**src/rtl/gpmc_pkg.sv**
```systemverilog
// -----------------------------------------------------------------------------
// gpmc_pkg
// Shared types and constants for the GPMC slave controller.
//   gpmc_state_t : cycle sequencer states
//   DEF_*        : default geometry and fill word
//   STB_*        : bit positions of the four host strobes in the synchronizer bank
// -----------------------------------------------------------------------------
package gpmc_pkg;

  typedef enum logic [2:0] {
    S_IDLE  = 3'd0,
    S_ADDR  = 3'd1,
    S_CMD   = 3'd2,
    S_WRITE = 3'd3,
    S_READ  = 3'd4,
    S_END   = 3'd5
  } gpmc_state_t;

  localparam int          DEF_ADDR_W       = 10;
  // Top latched address bit selects the FIFO window.
  localparam int          DEF_FIFO_WIN_BIT = DEF_ADDR_W - 1;
  localparam logic [15:0] DEF_FILL_WORD    = 16'hDEAD;

  localparam int N_STROBES = 4;
  localparam int STB_CS    = 0;
  localparam int STB_ADV   = 1;
  localparam int STB_WE    = 2;
  localparam int STB_OE    = 3;

endpackage

```
**src/rtl/gpmc_sync.sv**
```systemverilog
// -----------------------------------------------------------------------------
// gpmc_sync
// Multi-flop synchronizer for one asynchronous, active-low host strobe, with
// single-cycle rise/fall pulses derived from the synchronized level.
// Ports:
//   clk, rst_n : system clock, async active-low reset (flops reset to 1 = idle)
//   i_async    : raw strobe pin
//   o_sync     : synchronized level
//   o_rise     : 1-clk pulse when o_sync goes 0->1
//   o_fall     : 1-clk pulse when o_sync goes 1->0
// -----------------------------------------------------------------------------
module gpmc_sync #(
  parameter int STAGES = 2
) (
  input  logic clk,
  input  logic rst_n,
  input  logic i_async,
  output logic o_sync,
  output logic o_rise,
  output logic o_fall
);

  logic [STAGES-1:0] r_chain;
  logic              r_prev;

  always_ff @(posedge clk or negedge rst_n) begin
    if (!rst_n) begin
      r_chain <= '1;
      r_prev  <= 1'b1;
    end else begin
      r_chain <= {r_chain[STAGES-2:0], i_async};
      r_prev  <= r_chain[STAGES-1];
    end
  end

  assign o_sync = r_chain[STAGES-1];
  assign o_rise = ~r_prev &  o_sync;
  assign o_fall =  r_prev & ~o_sync;

endmodule

```
**src/rtl/gpmc_slave_ctrl.sv**
```systemverilog
// -----------------------------------------------------------------------------
// gpmc_slave_ctrl
// Sequences OMAP GPMC asynchronous address/data-multiplexed cycles (CS4) into
// the clk domain. The word address is latched on nADV and decoded into either
// a register window or a FIFO window (writes push TX, reads pop RX).
// Ports:
//   clk, rst_n              : system clock, async active-low reset
//   i_gpmc_ad_in / o_gpmc_ad_out / o_gpmc_ad_oe : AD bus in / read data / drive enable
//   i_gpmc_cs_n, i_gpmc_adv_n, i_gpmc_we_n, i_gpmc_oe_n : raw host strobes
//   o_reg_addr, o_reg_wdata, o_reg_we, i_reg_rdata      : register file port
//   o_tx_wdata, o_tx_we, i_tx_full, i_tx_afull          : TX FIFO push side
//   i_rx_rdata, o_rx_re, i_rx_empty                     : RX FIFO pop side (FWFT)
//   o_tx_data_ok, o_rx_data_ok : registered FIFO status to host
//   i_err_clr, o_err_tx_ovf, o_err_rx_udf, o_err_proto  : sticky error flags
// -----------------------------------------------------------------------------
module gpmc_slave_ctrl
  import gpmc_pkg::*;
#(
  parameter int          ADDR_W      = DEF_ADDR_W,
  parameter int          REG_AW      = 4,
  parameter int          SYNC_STAGES = 2,
  parameter logic [15:0] FILL_WORD   = DEF_FILL_WORD
) (
  input  logic              clk,
  input  logic              rst_n,
  input  logic [15:0]       i_gpmc_ad_in,
  output logic [15:0]       o_gpmc_ad_out,
  output logic              o_gpmc_ad_oe,
  input  logic              i_gpmc_cs_n,
  input  logic              i_gpmc_adv_n,
  input  logic              i_gpmc_we_n,
  input  logic              i_gpmc_oe_n,
  output logic [REG_AW-1:0] o_reg_addr,
  output logic [15:0]       o_reg_wdata,
  output logic              o_reg_we,
  input  logic [15:0]       i_reg_rdata,
  output logic [15:0]       o_tx_wdata,
  output logic              o_tx_we,
  input  logic              i_tx_full,
  input  logic              i_tx_afull,
  input  logic [15:0]       i_rx_rdata,
  output logic              o_rx_re,
  input  logic              i_rx_empty,
  output logic              o_tx_data_ok,
  output logic              o_rx_data_ok,
  input  logic              i_err_clr,
  output logic              o_err_tx_ovf,
  output logic              o_err_rx_udf,
  output logic              o_err_proto
);

  // ---------------------------------------------------------------------------
  // Strobe synchronizers
  // ---------------------------------------------------------------------------
  logic [N_STROBES-1:0] w_raw;
  logic [N_STROBES-1:0] w_sync;
  logic [N_STROBES-1:0] w_rise;
  logic [N_STROBES-1:0] w_fall;

  always_comb begin
    w_raw          = '1;
    w_raw[STB_CS]  = i_gpmc_cs_n;
    w_raw[STB_ADV] = i_gpmc_adv_n;
    w_raw[STB_WE]  = i_gpmc_we_n;
    w_raw[STB_OE]  = i_gpmc_oe_n;
  end

  generate
    for (genvar gi = 0; gi < N_STROBES; gi++) begin : g_sync
      gpmc_sync #(
        .STAGES (SYNC_STAGES)
      ) u_sync (
        .clk     (clk),
        .rst_n   (rst_n),
        .i_async (w_raw[gi]),
        .o_sync  (w_sync[gi]),
        .o_rise  (w_rise[gi]),
        .o_fall  (w_fall[gi])
      );
    end
  endgenerate

  // Only cs rise and adv/we/oe falls drive the sequencer.
  logic w_unused;
  assign w_unused = ^{w_rise[STB_OE], w_rise[STB_WE], w_rise[STB_ADV], w_fall[STB_CS]};

  // ---------------------------------------------------------------------------
  // Registers
  // ---------------------------------------------------------------------------
  gpmc_state_t       r_state;
  logic [REG_AW-1:0] r_reg_addr;
  logic              r_fifo_win;
  logic [15:0]       r_data;
  logic [15:0]       r_ad_out;
  logic              r_reg_we;
  logic              r_tx_we;
  logic              r_rx_re;
  logic              r_tx_ok;
  logic              r_rx_ok;
  logic              r_err_ovf;
  logic              r_err_udf;
  logic              r_err_proto;

  // Next-state / next-value signals
  gpmc_state_t       w_state_next;
  logic [REG_AW-1:0] w_reg_addr_next;
  logic              w_fifo_win_next;
  logic [15:0]       w_data_next;
  logic [15:0]       w_ad_out_next;
  logic              w_reg_we_next;
  logic              w_tx_we_next;
  logic              w_rx_re_next;
  logic              w_set_ovf;
  logic              w_set_udf;
  logic              w_set_proto;

  always_ff @(posedge clk or negedge rst_n) begin
    if (!rst_n) begin
      r_state <= S_IDLE;
    end else begin
      r_state <= w_state_next;
    end
  end

  // Strobes and read data are registered on the transition into WRITE/READ,
  // so each strobe is high for exactly the single WRITE/READ cycle and the
  // read word reaches the pins SYNC_STAGES+1 clocks after nOE falls.
  always_comb begin
    w_state_next    = r_state;
    w_reg_addr_next = r_reg_addr;
    w_fifo_win_next = r_fifo_win;
    w_data_next     = r_data;
    w_ad_out_next   = r_ad_out;
    w_reg_we_next   = 1'b0;
    w_tx_we_next    = 1'b0;
    w_rx_re_next    = 1'b0;
    w_set_ovf       = 1'b0;
    w_set_udf       = 1'b0;
    w_set_proto     = 1'b0;

    case (r_state)
      S_IDLE: begin
        // Edge, not level: after a mid-cycle reset we wait for a fresh nADV.
        if (w_fall[STB_ADV] && !w_sync[STB_CS]) begin
          w_state_next = S_ADDR;
        end
      end

      S_ADDR: begin
        if (w_rise[STB_CS]) begin
          w_state_next = S_IDLE;
        end else begin
          w_reg_addr_next = i_gpmc_ad_in[REG_AW-1:0];
          w_fifo_win_next = i_gpmc_ad_in[ADDR_W-1];
          w_state_next    = S_CMD;
        end
      end

      S_CMD: begin
        if (w_rise[STB_CS]) begin
          w_state_next = S_IDLE;
        end else if (!w_sync[STB_WE] && !w_sync[STB_OE]) begin
          w_set_proto  = 1'b1;
          w_state_next = S_END;
        end else if (w_fall[STB_WE]) begin
          w_data_next  = i_gpmc_ad_in;
          w_state_next = S_WRITE;
          if (r_fifo_win) begin
            if (!i_tx_full) begin
              w_tx_we_next = 1'b1;
            end else begin
              w_set_ovf = 1'b1;
            end
          end else begin
            w_reg_we_next = 1'b1;
          end
        end else if (w_fall[STB_OE]) begin
          w_state_next = S_READ;
          if (r_fifo_win) begin
            if (!i_rx_empty) begin
              w_ad_out_next = i_rx_rdata;
              w_rx_re_next  = 1'b1;
            end else begin
              w_ad_out_next = FILL_WORD;
              w_set_udf     = 1'b1;
            end
          end else begin
            w_ad_out_next = i_reg_rdata;
          end
        end
      end

      S_WRITE: w_state_next = S_END;

      S_READ:  w_state_next = S_END;

      S_END: begin
        if (w_sync[STB_CS]) begin
          w_state_next = S_IDLE;
        end
      end

      default: w_state_next = S_IDLE;
    endcase
  end

  always_ff @(posedge clk or negedge rst_n) begin
    if (!rst_n) begin
      r_reg_addr  <= '0;
      r_fifo_win  <= 1'b0;
      r_data      <= '0;
      r_ad_out    <= '0;
      r_reg_we    <= 1'b0;
      r_tx_we     <= 1'b0;
      r_rx_re     <= 1'b0;
      r_tx_ok     <= 1'b0;
      r_rx_ok     <= 1'b0;
      r_err_ovf   <= 1'b0;
      r_err_udf   <= 1'b0;
      r_err_proto <= 1'b0;
    end else begin
      r_reg_addr  <= w_reg_addr_next;
      r_fifo_win  <= w_fifo_win_next;
      r_data      <= w_data_next;
      r_ad_out    <= w_ad_out_next;
      r_reg_we    <= w_reg_we_next;
      r_tx_we     <= w_tx_we_next;
      r_rx_re     <= w_rx_re_next;
      r_tx_ok     <= ~i_tx_afull;
      r_rx_ok     <= ~i_rx_empty;
      // Sticky flags: a new error in the clearing cycle is kept.
      r_err_ovf   <= w_set_ovf   | (r_err_ovf   & ~i_err_clr);
      r_err_udf   <= w_set_udf   | (r_err_udf   & ~i_err_clr);
      r_err_proto <= w_set_proto | (r_err_proto & ~i_err_clr);
    end
  end

  // ---------------------------------------------------------------------------
  // Outputs
  // ---------------------------------------------------------------------------
  // Drive enable follows the raw pins so the bus turns around without sync delay.
  assign o_gpmc_ad_oe  = ~i_gpmc_cs_n & ~i_gpmc_oe_n;
  assign o_gpmc_ad_out = r_ad_out;
  assign o_reg_addr    = r_reg_addr;
  assign o_reg_wdata   = r_data;
  assign o_reg_we      = r_reg_we;
  assign o_tx_wdata    = r_data;
  assign o_tx_we       = r_tx_we;
  assign o_rx_re       = r_rx_re;
  assign o_tx_data_ok  = r_tx_ok;
  assign o_rx_data_ok  = r_rx_ok;
  assign o_err_tx_ovf  = r_err_ovf;
  assign o_err_rx_udf  = r_err_udf;
  assign o_err_proto   = r_err_proto;

endmodule

```
**config.mk**
```make
export PLATFORM = sky130hd
export DESIGN_NAME = gpmc_slave_ctrl
export DESIGN_NICKNAME = d
export VERILOG_FILES = /design/src/rtl/gpmc_pkg.sv /design/src/rtl/gpmc_sync.sv /design/src/rtl/gpmc_slave_ctrl.sv
export SDC_FILE = /design/constraint.sdc
export NUM_CORES = 1
export LEC_CHECK = 0
export CORE_MARGIN = 1
export CORE_UTILIZATION = 25
export CTS_CLUSTER_SIZE = 28
export DETAILED_ROUTE_END_ITERATION = 7
export PLACE_DENSITY = 0.59
export SLEW_MARGIN = 0
export SYNTH_ARGS = -nofsm -noshare
export SYNTH_HDL_FRONTEND = slang
export SYNTH_HIERARCHICAL = 1
export SYNTH_SLANG_ARGS = --single-unit
```
**constraint.sdc**
```tcl
create_clock -name clk -period 2.06 [get_ports clk]
set_input_delay 0.412 -clock clk [delete_from_list [all_inputs] [get_ports clk]]
set_output_delay 0.412 -clock clk [all_outputs]
set_load 0.02 [all_outputs]
```
==> results.ini, run 1 <==
[status]
status=finished clean

[sta]
slew_headroom_pct=70.07
rsz0062_at_grt=false
fin_tns_setup_ns=0
fin_crit_sh_pct=95.30
drv_slew=0
hold_viol=0
fmax_ghz=0.5094
setup_viol=0
tightest_slew_ns=0.4489
skew_ns=0.006540
fin_crit_ns=1.963

[pwr]
swShare_pct=35.41
clockPowerShare_pct=18.5
vdd_drop_max_mv=0.6510
intPower_mw=3.559
p_comb_share_pct=47.0
p_seq_share_pct=34.5
net-switching-power_mw=1.951
p_leak_nw=1.653
p_per_area_mw_per_mm2=1407

[drt]
first_pass_iters=4
viasPerCell=4.124
first_iter_violations=29
drc=0
vias=1868
antenna_left=0
totalWireLength_mm=5.931
wire_per_inst_um=13.09

[grt]
antenna_found_initial=0
grt_pass1_vias=1792
grt_pass1_wl_mm=9.149
grt_remaining_overflow=0
grt_max_degree=61
grt_usage_pct=11.80

[placement]
placed_cells=438
port_buffers=118
gp_congestion=0.7815
place_area_mm2=0.003731
dp_hpwl_mm=4.171

[clock_tree]
clkSlewWorstSetupHoldPaths_ns=0.07
cts_buffers=9
cts_setup_buffers=0
cts_sinks=60
clockBufferDepth=2
cts-root-buf=clkbuf_8
cts_hold_buf=0
cts_max_level=3
cts_tree=built
clk-insertion-delay-late_ns=0.33
cts.repair.resized=0

[floorplanning]
fp-row-count=36
initial_core_util_pct=25.67
fp.dieW_um=101.9
io-pin-count=119
coreArea_mm2=0.009729
dieArea_mm2=0.01039
die_y_um=101.9

[final_layout]
drive_gt1_share_pct=18.75
diodes=0
area_growth_pct=56.76
finalNonFillerCells=453
fin_area_mm2=0.003915
nNetsFinal=374
final_util_pct=40.24

[worst_setup_path]
worstSetupPathType=reg -> reg
crit_path_end_kind=flip-flop
cp-start-kind=flip-flop
critPathRequiredTime_ns=2.27
critPathArrivalTime_ns=2.17
cp_max_fo=17

[worst_hold_path]
hold_path.class=in -> async

[synthesis]
syn_inst=204
post_synth.cell_area_avg_um2=12.24
synth_nets=262
synth.cell_area_mm2=0.002497
ys_warn_count=6

[flow_run]
maxCapViolCount=0

worst max-delay path: stages (launching register included):
cell and delay (ns):
dfstp_2 0.52, nor2b_1 0.08, or4b_4 0.53, nor2_4 0.17, nand2_4 0.20, mux2_4 0.35
worst paths after layout:
path | from | end | slack, ns | cells past startpoint
max reg2reg | g_sync[0].u_sync/r_prev$_DFF_PN1_ | o_reg_wdata[13]$_DFFE_PN0P_ | 0.1 | 5
min reg2reg | g_sync[1].u_sync/r_chain[0]$_DFF_PN1_ | g_sync[1].u_sync/r_chain[1]$_DFF_PN1_ | 0.36 | 0
max | g_sync[0].u_sync/r_prev$_DFF_PN1_ | o_reg_wdata[13]$_DFFE_PN0P_ | 0.1 | 5
max in group asynchronous | rst_n | g_sync[3].u_sync/r_prev$_DFF_PN1_ | 1.67 | 2
min | rst_n | o_gpmc_ad_out[11]$_DFFE_PN0P_ | 0.09 | 2
min in group clk | g_sync[1].u_sync/r_chain[0]$_DFF_PN1_ | g_sync[1].u_sync/r_chain[1]$_DFF_PN1_ | 0.36 | 0
final cells by class:
type / instances / area [um2]
clock inverters: 2 / 35.03
clock buffers: 13 / 148.9
multi-input cells: 115 / 795.8
repair buffers: 123 / 1226
inverters: 7 / 26.28
fillers: 952 / 5814
well taps: 133 / 166.4
flip-flops and latches: 60 / 1516
power by group through the flow:
stage | Sequential [mW] | Clock, mW | Combinational (mW)
5_1_grt | 1.96 | 1.14 | 2.76
2_1_floorplan | 2.30 | 0 | 1.10
3_5_place_dp | 1.92 | 0 | 2.62
4_1_cts | 1.91 | 1.07 | 2.62
3_3_place_gp | 1.91 | 0 | 2.59
6_report | 1.90 | 1.02 | 2.59
registers in the layout, indices dropped and copies added (netlist names):
register,count
o_reg_wdata,16
g_sync.u_sync/r_chain,8
o_tx_we,1
o_reg_addr,4
r_fifo_win,1
o_rx_data_ok,1
o_tx_data_ok,1
o_err_proto,1
o_gpmc_ad_out,16
o_reg_we,1
o_err_tx_ovf,1
o_rx_re,1
g_sync.u_sync/r_prev,4
r_state,3
o_err_rx_udf,1
cell usage in the layout, fill, tap and decap left out, drive strengths merged:
master,count
nor4b,2
nor2,7
o21a,1
nor4,1
o32ai,1
or2b,1
a22oi,1
clkinv,1
nor3,2
and2b,3
o21ai,19
nand2,24
or2,1
or4b,1
a21o,1
dfstp,12
mux2,21
nand4,1
o22ai,13
bufinv,1
buf,6
clkdlybuf4s50,117
inv,7
a21oi,7
clkbuf,13
nor2b,7
nand2b,1
dfrtp,48
per-stage QoR:
step | power (mW) | hold slack, ns | setup WS, ns
after global routing | 5.859 | 0.09939 | 0.02430
final | 5.510 | 0.09004 | 0.09683
after CTS | 5.601 | 0.08484 | 0.08613
after floorplan | 3.397 | 0.1164 | 0.1742
after global placement | 4.498 | 0.3459 | 0.1074
after detailed placement | 4.539 | 0.3481 | 0.09154
metal layers:
| layer | routed length (um) | GRT usage (%) |
|---|---|---|
| met5 | 0 | 0 |
| met4 | 65 | 5.275 |
| met3 | 446 | 3.420 |
| met2 | 2712 | 17.98 |
| met1 | 2706 | 15.57 |
No activity file was read; power rests on OpenSTA's default activity.
==> run 2, diff against run 1 <==
Clock period 2.06 ns to 2.1 ns, I/O delays scaled along.
==> run 2 against run 1 <==
Compared with the run above:
- critical path depth shrank 2
- sequential power shrank 2%
- cell count grew 0.22%
- largest power group unchanged
==> results.ini, run 2 (same netlist as run 1, synthesis figures left out) <==
[final_layout]
drive_gt1_share_pct=18.69  ; -0.058 points
fin_area_mm2=0.003894  ; -0.54%
multi_input_area_um2=795.8  ; unchanged
finalNonFillerCells=454  ; +0.22%
final_common_cell=clkdlybuf4s50_1
diodes=0  ; unchanged
fillCellCount=985  ; +3.5%
final_util_pct=40.02  ; -0.22 points
seq_area_mm2=0.001516  ; unchanged
nNetsFinal=374  ; unchanged
area_growth_pct=55.91
most-common-layout-cells=117 x clkdlybuf4s50_1, 48 x dfrtp_1, 23 x nand2_1, 19 x o21ai_0, 13 x o22ai_1

[drt]
drc=0  ; unchanged
viasPerCell=4.066  ; -1.4%
first_pass_iters=4  ; unchanged
totalWireLength_mm=5.880  ; -0.86%
wire_per_inst_um=12.95  ; -1.1%
vias=1846  ; -1.2%
first_iter_violations=41  ; +41%
antenna_left=0  ; unchanged

[floorplanning]
dieArea_mm2=0.01039  ; unchanged
die_y_um=101.9  ; unchanged
coreArea_mm2=0.009729  ; unchanged
fp.dieW_um=101.9  ; unchanged
io-pin-count=119  ; unchanged
initial_core_util_pct=25.67  ; unchanged
fp-row-count=36  ; unchanged

[worst_setup_path]
crit_path_end_kind=output pin
slowest_delay_ns=0.60  ; +0.07 ns
worst-path-buf-inv=2  ; +2
r2r_end=o_reg_wdata[13]$_DFFE_PN0P_
crit_start=i_gpmc_oe_n
cpMaxStageDelayCell=clkdlybuf4s50_1
path_cells=clkdlybuf4s50_1 -> nor2_1 -> clkdlybuf4s50_1
timing.rr.start=g_sync[0].u_sync/r_prev$_DFF_PN1_
cp-start-kind=input pin
critPathRequiredTime_ns=1.68  ; -0.59 ns
cp_top_family=buffers and inverters
cp_common_cell=clkdlybuf4s50_1
r2r_slack_ns=0.14  ; +0.04 ns
critPathArrivalTime_ns=1.55  ; -0.62 ns
worstRegToRegCells=5  ; unchanged
worstSetupPathType=in -> out
cp_max_fo=2  ; -15

[grt]
grt_usage_pct=11.85  ; +0.050 points
grt_max_degree=61  ; unchanged
grt_remaining_overflow=0  ; unchanged
antenna_found_initial=0  ; unchanged
grt_pass1_vias=1809  ; +0.95%
grt_pass1_wl_mm=9.149  ; unchanged

[clock_tree]
cts.repair.resized=0  ; unchanged
cts_max_level=3  ; unchanged
cts_buffers=9  ; unchanged
cts-root-buf=clkbuf_8
clk-insertion-delay-late_ns=0.33  ; about the same
clockBufferDepth=2  ; unchanged
cts_setup_buffers=0  ; unchanged
clkSlewWorstSetupHoldPaths_ns=0.06  ; about the same
cts_sinks=60  ; unchanged
cts_hold_buf=0  ; unchanged
cts_tree=built

[placement]
port_buffers=118  ; unchanged
gp_congestion=0.7708  ; -1.4%
pre_cts_ws_ns=0.1304  ; +0.03882 ns
place_area_mm2=0.003731  ; unchanged
dp_hpwl_mm=4.182  ; +0.26%
placed_cells=438  ; unchanged

[pwr]
p_per_area_mw_per_mm2=1360  ; -3.4%
p_leak_nw=1.644  ; -0.55%
vdd_drop_max_mv=0.6675  ; +2.5%

[sta]
hold_viol=0  ; unchanged
fin_crit_ns=1.970
fin_crit_sh_pct=93.80
rsz0062_at_grt=false
setup_slack_ns=0.1301  ; +0.03328 ns
drv_slew=0  ; unchanged
fmax_ghz=0.5076
tightest_slew_ns=0.4203  ; -0.02863 ns
fin_tns_setup_ns=0  ; unchanged
slew_headroom_pct=71.59  ; +1.5 points
setup_viol=0  ; unchanged
skew_ns=0.005448  ; -0.001092 ns

[flow_run]
maxCapViolCount=0  ; unchanged

[status]
status=finished clean

[worst_hold_path]
hold_path.class=in -> async

run 2: cell count changes in the layout (fill, tap and decap cells not counted), sizes merged:
cell    before  now
bufinv       1    0
clkinv       1    2
clkbuf      13   14
run 2: layout make-up:
type,instances,area share [%]
clock buffer,14,3.920
clock inverter,2,0.2571
timing repair buffer,123,31.49
multi-input combinational,115,20.44
sequential,60,38.95
tap,133,4.274
inverter,7,0.6748
run 2: routing by layer:
| layer | wire length (um) | up-vias | track usage (%) |
|---|---|---|---|
| met5 | 0 | - | 0 |
| met4 | 74 | 0 | 5.275 |
| met3 | 478 | 8 | 3.762 |
| met2 | 2710 | 77 | 18.66 |
| met1 | 2617 | 851 | 14.93 |
| li1 | - | 910 | - |
run 2: power breakdown:
part	switching, mW	internal (mW)
logic	1.18	1.36
registers	0.304	1.56
clock network	0.435	0.459
total	1.92	3.38
run 2: worst register-to-register path, delay by kind of cell, from the launching register on:
| kind | cells | cell delay (ns) |
|---|---|---|
| flops | 1 | 0.52 |
| mux | 1 | 0.36 |
| simple gates | 4 | 0.97 |
run 2: worst max-delay path by stage:
stage / endpoint / cells after the start
2_1_floorplan: o_reg_wdata[10]$_DFFE_PN0P_ / 6
3_3_place_gp: o_gpmc_ad_oe / 3
3_5_place_dp: o_gpmc_ad_oe / 3
4_1_cts: o_gpmc_ad_oe / 3
5_1_grt: o_reg_wdata[13]$_DFFE_PN0P_ / 5
6_report: o_gpmc_ad_oe / 3
run 2: through the flow:
| step | hold WS (ns) | power, mW |
|---|---|---|
| CTS | 0.09596 | 5.378 |
| finish | 0.08401 | 5.295 |
| global route | 0.1155 | 5.639 |
| detailed placement | 0.3472 | 4.456 |
| floorplan | 0.1244 | 3.333 |
| global placement | 0.3458 | 4.411 |
==> run 3, diff against run 2 <==
Settings changed: ABC_AREA set to 1, PLACE_DENSITY 0.59 to 0.58.
==> run 3 against run 2 <==
Compared with the run above:
- critical endpoint unchanged
- largest cell class unchanged
- combinational power grew 8.7%
- non-clock buffer count down 1
- register-to-register slack improved by 0.28 ns
- highest routed layer unchanged
- power increased by 5.9%
- clock power is 13% higher
- via count grew 15%
- synthesized cell count increased by 34%
==> results.ini, run 3 <==
[worst_setup_path]
worstSetupPathType=in -> out
cp_top_family=buffers and inverters
path_cells=clkdlybuf4s50_1 -> nor2_1 -> clkdlybuf4s50_1
r2r_end=o_gpmc_ad_out[1]$_DFFE_PN0P_
cpMaxStageDelayCell=clkdlybuf4s50_1
worstRegToRegCells=5  ; unchanged
critPathArrivalTime_ns=1.55  ; about the same
r2r_slack_ns=0.42  ; +0.28 ns
worst-path-buf-inv=2  ; unchanged
cp-start-kind=input pin
cp_max_fo=2  ; unchanged
critPathRequiredTime_ns=1.68  ; about the same
timing.rr.start=g_sync[2].u_sync/r_chain[1]$_DFF_PN1_
slowest_delay_ns=0.60  ; about the same
cp_common_cell=clkdlybuf4s50_1
crit_path_end_kind=output pin

[pwr]
p_per_area_mw_per_mm2=1361  ; about the same
p_seq_share_pct=32.7  ; -2.5 points
p_leak_nw=1.874  ; +14%
net-switching-power_mw=2.165  ; +13%
intPower_mw=3.443  ; +2.0%
p_comb_share_pct=49.3  ; +1.4 points
power_mw=5.608  ; +5.9%
vdd_drop_max_mv=0.5172  ; -23%
clockPowerShare_pct=18.0  ; +1.1 points
swShare_pct=38.60  ; +2.3 points

[placement]
placed_cells=505  ; +15%
port_buffers=118  ; unchanged
pre_cts_ws_ns=0.1293  ; -0.001091 ns
place_area_mm2=0.003923  ; +5.1%
dp_hpwl_mm=4.571  ; +9.3%
gp_congestion=0.7405  ; -3.9%

[final_layout]
final_common_cell=clkdlybuf4s50_1
most-common-layout-cells=117 x clkdlybuf4s50_1, 62 x nand2_1, 48 x dfrtp_1, 40 x inv_1, 32 x o21ai_2
final_util_pct=39.38  ; -0.64 points
drive_gt1_share_pct=19.74  ; +1.0 points
area_growth_pct=51.19
fin_area_mm2=0.004120  ; +5.8%
finalNonFillerCells=521  ; +15%
nNetsFinal=438  ; +17%
fillCellCount=1096  ; +11%
diodes=0  ; unchanged

[synthesis]
synth_nets=331  ; +26%
ys_warn_count=6  ; unchanged
post_synth.cell_area_avg_um2=9.982  ; -18%
synth.cell_area_mm2=0.002725  ; +9.1%
syn_inst=273  ; +34%

[sta]
fin_crit_ns=1.972  ; +0.002487 ns
fin_tns_setup_ns=0  ; unchanged
skew_ns=0.008333  ; +0.002885 ns
setup_slack_ns=0.1276  ; -0.002487 ns
tightest_slew_ns=0.5008  ; +0.08048 ns
fin_crit_sh_pct=93.92  ; +0.12 points
fmax_ghz=0.5070  ; -0.13%
rsz0062_at_grt=false
whs_ns=0.04623  ; -0.03777 ns
setup_viol=0  ; unchanged
drv_slew=0  ; unchanged
slew_headroom_pct=66.62  ; -5.0 points
hold_viol=0  ; unchanged

[clock_tree]
clkSlewWorstSetupHoldPaths_ns=0.07  ; about the same
clockBufferDepth=2  ; unchanged
cts_hold_buf=0  ; unchanged
cts_buffers=9  ; unchanged
cts-root-buf=clkbuf_8
clk-insertion-delay-late_ns=0.33  ; about the same
cts_max_level=3  ; unchanged
cts_sinks=60  ; unchanged
cts_setup_buffers=0  ; unchanged
cts.repair.resized=0  ; unchanged
cts_tree=built

[floorplanning]
fp.dieW_um=106.4  ; +4.4%
fp-row-count=37  ; +2.8%
coreArea_mm2=0.01046  ; +7.5%
initial_core_util_pct=26.05  ; +0.38 points
io-pin-count=119  ; unchanged
die_y_um=106.4  ; +4.4%
dieArea_mm2=0.01132  ; +8.9%

[status]
status=finished clean

[drt]
first_pass_iters=4  ; unchanged
wire_per_inst_um=11.84  ; -8.6%
antenna_left=0  ; unchanged
drc=0  ; unchanged
first_iter_violations=62  ; +51%
totalWireLength_mm=6.169  ; +4.9%
vias=2128  ; +15%
viasPerCell=4.084  ; +0.45%

[flow_run]
maxCapViolCount=0  ; unchanged

[grt]
grt_pass1_vias=2073  ; +15%
grt_remaining_overflow=0  ; unchanged
grt_pass1_wl_mm=10.11  ; +10%
antenna_found_initial=0  ; unchanged
grt_usage_pct=11.49  ; -0.36 points
grt_max_degree=35  ; -43%

[worst_hold_path]
hold_path.class=in -> async

-- run 3: power by group through the flow --
stage	clock network, mW	registers, mW	logic [mW]
4_1_cts	1.06	1.84	2.81
5_1_grt	1.11	1.89	2.98
6_report	1.01	1.84	2.76
3_3_place_gp	0	1.84	2.77
3_5_place_dp	0	1.86	2.80
2_1_floorplan	0	2.25	1.29
-- run 3: area by class of cell --
class	count	area, um2	share of cell area (%)
repair buffers	122	1231	29.88
clock buffers	13	180.2	4.373
inverters	40	150.1	3.644
multi-input cells	147	854.6	20.74
flip-flops and latches	60	1516	36.81
well taps	136	170.2	4.130
clock inverters	3	17.52	0.4251
-- run 3: worst max path at each step --
stage,from,end,slack (ns),cells past startpoint
after CTS,i_gpmc_oe_n,o_gpmc_ad_oe,0.12,3
after global placement,i_gpmc_oe_n,o_gpmc_ad_oe,0.12,3
after floorplan,g_sync[2].u_sync/r_prev$_DFF_PN1_,o_gpmc_ad_out[9]$_DFFE_PN0P_,0.72,7
after detailed placement,i_gpmc_oe_n,o_gpmc_ad_oe,0.13,3
after global routing,i_gpmc_oe_n,o_gpmc_ad_oe,0.09,3
final,i_gpmc_oe_n,o_gpmc_ad_oe,0.13,3
-- run 3: per-layer routing --
layer / vias to the layer above / part of all wire [%] / track usage (%)
li1: 1057 / - / -
met1: 987 / 43 / 14.22
met2: 75 / 48 / 18.14
met3: 9 / 7.3 / 3.985
met4: 0 / 1.4 / 4.762
met5: - / 0 / 0
